<file path="config.mk">
export PLATFORM = sky130hd
export DESIGN_NAME = change_dispenser
export DESIGN_NICKNAME = d
export VERILOG_FILES = /design/src/rtl/change_dispenser.sv
export SDC_FILE = /design/constraint.sdc
export NUM_CORES = 1
export LEC_CHECK = 0
export ABC_CLOCK_PERIOD_IN_PS = 2400
export CORE_MARGIN = 4
export CORE_UTILIZATION = 35
export CTS_BUF_LIST = sky130_fd_sc_hd__clkbuf_4
export DETAILED_ROUTE_END_ITERATION = 10
export DONT_BUFFER_PORTS = 1
export PLACE_DENSITY = 0.6
export SLEW_MARGIN = 25
export SYNTH_ARGS = -nofsm -noshare
export SYNTH_HDL_FRONTEND = slang
export SYNTH_SLANG_ARGS = --single-unit
</file>
<file path="constraint.sdc">
create_clock -name clk -period 2.4 [get_ports clk]
set_clock_uncertainty 0.2 [all_clocks]
set_input_delay 0.36 -clock clk [delete_from_list [all_inputs] [get_ports clk]]
set_output_delay 0.36 -clock clk [all_outputs]
set_load 0.01 [all_outputs]
</file>
<file path="src/rtl/change_dispenser.sv">
// Change dispenser: pays a requested amount in quarters, dimes and nickels,
// largest first, confirming each coin on the exit sensor and flagging jams.
module change_dispenser #(
  parameter int AMT_W          = 8,
  parameter int Q_VAL          = 25,
  parameter int D_VAL          = 10,
  parameter int N_VAL          = 5,
  parameter int PULSE_CYCLES   = 4,
  parameter int TIMEOUT_CYCLES = 1000
) (
  input  logic             clk,
  input  logic             rst_n,
  input  logic             req_valid,
  output logic             req_ready,
  input  logic [AMT_W-1:0] req_amount,
  input  logic             hopper_q_empty,
  input  logic             hopper_d_empty,
  input  logic             hopper_n_empty,
  input  logic             coin_sensed,
  output logic             eject_q,
  output logic             eject_d,
  output logic             eject_n,
  output logic             busy,
  output logic             done,
  output logic [AMT_W-1:0] shortfall,
  output logic             jam
);

  localparam int CNT_MAX = (TIMEOUT_CYCLES > PULSE_CYCLES) ? TIMEOUT_CYCLES : PULSE_CYCLES;
  localparam int CNT_W   = $clog2(CNT_MAX + 1);

  typedef enum logic [2:0] {IDLE, SELECT, EJECT, WAIT_SENSE, DONE} state_t;

  state_t           state, state_nxt;
  logic [AMT_W-1:0] remaining, remaining_nxt;
  logic [2:0]       fail_mask, fail_mask_nxt;  // {Q, D, N}
  logic [2:0]       coin_sel, coin_sel_nxt;    // one-hot {Q, D, N}
  logic [CNT_W-1:0] cnt, cnt_nxt;
  logic             sensed, sensed_nxt;
  logic             jam_flag, jam_flag_nxt;
  logic             q_ok, d_ok, n_ok;

  function automatic logic [AMT_W-1:0] coin_value(input logic [2:0] sel);
    if (sel[2])      return AMT_W'(Q_VAL);
    else if (sel[1]) return AMT_W'(D_VAL);
    else             return AMT_W'(N_VAL);
  endfunction

  assign q_ok = (remaining >= AMT_W'(Q_VAL)) && !hopper_q_empty && !fail_mask[2];
  assign d_ok = (remaining >= AMT_W'(D_VAL)) && !hopper_d_empty && !fail_mask[1];
  assign n_ok = (remaining >= AMT_W'(N_VAL)) && !hopper_n_empty && !fail_mask[0];

  always_ff @(posedge clk or negedge rst_n) begin
    if (!rst_n) begin
      state     <= IDLE;
      remaining <= '0;
      fail_mask <= '0;
      coin_sel  <= '0;
      cnt       <= '0;
      sensed    <= 1'b0;
      jam_flag  <= 1'b0;
    end else begin
      state     <= state_nxt;
      remaining <= remaining_nxt;
      fail_mask <= fail_mask_nxt;
      coin_sel  <= coin_sel_nxt;
      cnt       <= cnt_nxt;
      sensed    <= sensed_nxt;
      jam_flag  <= jam_flag_nxt;
    end
  end

  always_comb begin
    state_nxt     = state;
    remaining_nxt = remaining;
    fail_mask_nxt = fail_mask;
    coin_sel_nxt  = coin_sel;
    cnt_nxt       = cnt;
    sensed_nxt    = sensed;
    jam_flag_nxt  = jam_flag;
    case (state)
      IDLE: begin
        if (req_valid) begin
          remaining_nxt = req_amount;
          fail_mask_nxt = '0;
          jam_flag_nxt  = 1'b0;
          state_nxt     = SELECT;
        end
      end
      SELECT: begin
        sensed_nxt = 1'b0;
        cnt_nxt    = CNT_W'(PULSE_CYCLES - 1);
        if (q_ok)      begin coin_sel_nxt = 3'b100; state_nxt = EJECT; end
        else if (d_ok) begin coin_sel_nxt = 3'b010; state_nxt = EJECT; end
        else if (n_ok) begin coin_sel_nxt = 3'b001; state_nxt = EJECT; end
        else                                        state_nxt = DONE;
      end
      EJECT: begin
        // A coin can reach the sensor before the pulse ends; remember it.
        if (coin_sensed) sensed_nxt = 1'b1;
        if (cnt == '0) begin
          cnt_nxt   = CNT_W'(TIMEOUT_CYCLES - 1);
          state_nxt = WAIT_SENSE;
        end else begin
          cnt_nxt = cnt - CNT_W'(1);
        end
      end
      WAIT_SENSE: begin
        if (sensed || coin_sensed) begin
          remaining_nxt = remaining - coin_value(coin_sel);
          state_nxt     = SELECT;
        end else if (cnt == '0) begin
          fail_mask_nxt = fail_mask | coin_sel;
          jam_flag_nxt  = 1'b1;
          state_nxt     = SELECT;
        end else begin
          cnt_nxt = cnt - CNT_W'(1);
        end
      end
      DONE:    state_nxt = IDLE;
      default: state_nxt = IDLE;
    endcase
  end

  // Outputs decode straight from state so reset silences the solenoids at once.
  assign req_ready = (state == IDLE);
  assign busy      = (state != IDLE);
  assign eject_q   = (state == EJECT) && coin_sel[2];
  assign eject_d   = (state == EJECT) && coin_sel[1];
  assign eject_n   = (state == EJECT) && coin_sel[0];
  assign done      = (state == DONE);
  assign shortfall = (state == DONE) ? remaining : '0;
  assign jam       = (state == DONE) && jam_flag;

endmodule

</file>
==> impl_metrics.yaml <==
yosys:
  synth_edf_count: 0
  synth.distinct_cells: 53
  syn_area_sq_mm: 0.00199
  yosysSeqAreaShare_pct: 36.4
  syn_area_per_cell_sq_um: 8.75
  ys_ff_latch: 29
  async_reset_ff_share_pct: 100
  syn_nets: 251
  ys.flop_type: "dfrtp_1"
  syn_inst: 228
  yosysWarningCount: 0
worst_hold_path:
  min-delay-start: "req_amount[1]"
  hp-class: "input pin to register"
placement:
  gp_congestion: 0.853
  port_buffers: 0
  pre_cts_ws_ns: 0.0885
  place.detailed.hpwl_mm: 3.71
global_routing:
  grt_max_degree: 30
  grt_pass1_wl_mm: 8.67
  grt_usage_pct: 15.3
  grt-ovfl-total: 0
  grt_pass1_vias: 1729
  antenna_found_initial: 0
floorplan:
  start_util_pct: 36.2
  core_sq_mm: 0.00551
  die-area_sq_mm: 0.00697
  rows: 27
  die_width_um: 83.5
  die_h_um: 83.5
  pin_count: 30
setup_path:
  cp_common_cell: "a22o_1"
  path_buf_inv: 1
  worst_ep_required_time_ns: 2.45
  cp_data_arrival_time_ns: 2.33
  slowest_stage: "dfrtp_1"
  crit_type: "register to register"
  worst_setup_path_end_kind: "register"
  cp-start-kind: "register"
  slowest_delay_ns: 0.42
  cp_top_family: "adder cells"
  worstPathMaxFanout: 4
  crit_start: "coin_sel[2]$_DFFE_PN0P_"
  r2r_start: "coin_sel[2]$_DFFE_PN0P_"
  cp_cell_sequence: "inv_1 > nand2_1 > ha_1 > fa_2 > nor2b_4 > o31a_1 > nor3_2 > a22o_1 > a22o_1"
power:
  peakVddDrop_uv: 616
  p_leak_nw: 1.04
  power.density_mw_per_mm2: 1410
routing:
  via_per_inst: 5.60
  post_drt_wl_per_cell_um: 16.3
  drt-pass1-iter-count: 4
  wl_mm: 5.14
  route.detailed.drc: 0
  antenna_left: 0
  vias: 1763
  drt_iter0_drc: 155
sta:
  max_freq_mhz: 438
  setup_ws_ns: 0.117
  finalSetupViolCount: 0
  hold_ws_ns: 0.0190
  slew_headroom_pct: 62.9
  fin_tns_setup_ns: 0
  min_period_over_period_pct: 95.1
  rsz0062_at_grt: "false"
  fin_crit_ns: 2.28
  hold_violations: 0
  slew_viol_final: 0
  worstMarginPinSlew_ns: 0.552
clock_network:
  clock_path_buffers: 2
  clk_latency_ns: 0.34
  cts_made_buffers: 5
  root_buffer: "clkbuf_4"
  cts-htree-levels: 2
  clock_sinks: 29
  clk_pin_slew_ns: 0.11
  cts_tree: "built"
cells_and_area:
  layout_common_cells: "dfrtp_1 (29), nor2_1 (20), a21oi_1 (17)"
  nets: 265
  area_growth_pct: 14.1
  diodes: 0
  drive_above_1_share_pct: 15.6
  layout_commonest_cell: "dfrtp_1"
job:
  maxCapViolations: 0
status:
  status: "complete, no violations"
[routing by layer]
metal | vias up | part of all wire (%) | GRT usage [%]
met5 | - | 0 | 0
met4 | 0 | 1.7 | 6.14
met3 | 7 | 3.1 | 3.46
met2 | 30 | 45 | 21.9
met1 | 847 | 50 | 22.2
li1 | 879 | - | -
[power by group]
| group | switching, mW | total (mW) | leakage (nW) | internal, mW |
|---|---|---|---|---|
| Sequential | 0.282 | 0.953 | 0.365 | 0.671 |
| Combinational | 1.06 | 1.93 | 0.652 | 0.873 |
| Clock | 0.204 | 0.317 | 0.0234 | 0.113 |
[layout make-up]
cell class,count,area [sq um]
clock buffer,5,37.5
clock inverter,3,22.5
multi-input combinational,177,1210
sequential,29,726
timing repair buffer,18,153
inverter,11,41.3
tap,72,90.1
fill,532,3230
[worst paths after layout]
path / to / slack, ns / depth (start not counted)
worst min register to register: fail_mask[1]$_DFFE_PN0P_ / 0.32 / 1
worst max register to register: remaining[6]$_DFFE_PN0P_ / 0.12 / 9
worst min-delay path: remaining[1]$_DFFE_PN0P_ / 0.02 / 2
worst max-delay path: remaining[6]$_DFFE_PN0P_ / 0.12 / 9
max in group asynchronous: state[1]$_DFFE_PN0P_ / 1.58 / 2
min in group asynchronous: remaining[4]$_DFFE_PN0P_ / 0.25 / 2
[state kept, by name (all words and copies together), names as in the netlist]
register   cells
cnt           10
coin_sel       3
fail_mask      3
jam_flag       1
remaining      8
sensed         1
state          3
[logic make-up after synthesis]
logic type	synth area share [%]
fa+ha+maj	5.40
flops	36.4
compound gates	27.2
buf+inv	4.52
simple gates	26.0
mux	0.502
[stage by stage]
step	area, sq um	util (%)	instances	power [mW]
final	2280	41.3	315	3.20
after global routing	2280	41.3	315	3.52
after CTS	2230	40.4	312	3.08
after detailed placement	2130	38.6	301	2.73
after global placement	2130	38.6	301	2.72
after floorplan	1990	-	228	2.24
[Yosys cell counts (4+ instances only)]
library cell / number / share of area [%]
a21oi_1: 17 / 4.3
a22o_1: 7 / 3.1
and3_1: 14 / 4.4
buf_2: 6 / 1.5
clkbuf_1: 5 / 0.94
dfrtp_1: 29 / 36
ha_1: 7 / 4.4
inv_1: 11 / 2.1
nand2_1: 14 / 2.6
nor2_1: 20 / 3.8
nor2b_1: 7 / 2.2
nor3_1: 10 / 2.5
o21ai_0: 15 / 3.8
o31ai_1: 4 / 1.5
[worst reg2reg max path: stages (launching register included)]
cell and delay [ns]:
dfrtp_1 0.42, inv_1 0.11, nand2_1 0.10, ha_1 0.22
fa_2 0.38, nor2b_4 0.14, o31a_1 0.19, nor3_2 0.07
a22o_1 0.19, a22o_1 0.17
[timing repair]
item,CTS,global route
hold endpoints to repair,30,0
setup endpoints to repair,0,3
hold buffers,3,0
gates resized for setup,0,5
setup buffers,0,3
(Power assumes the default switching activity.)
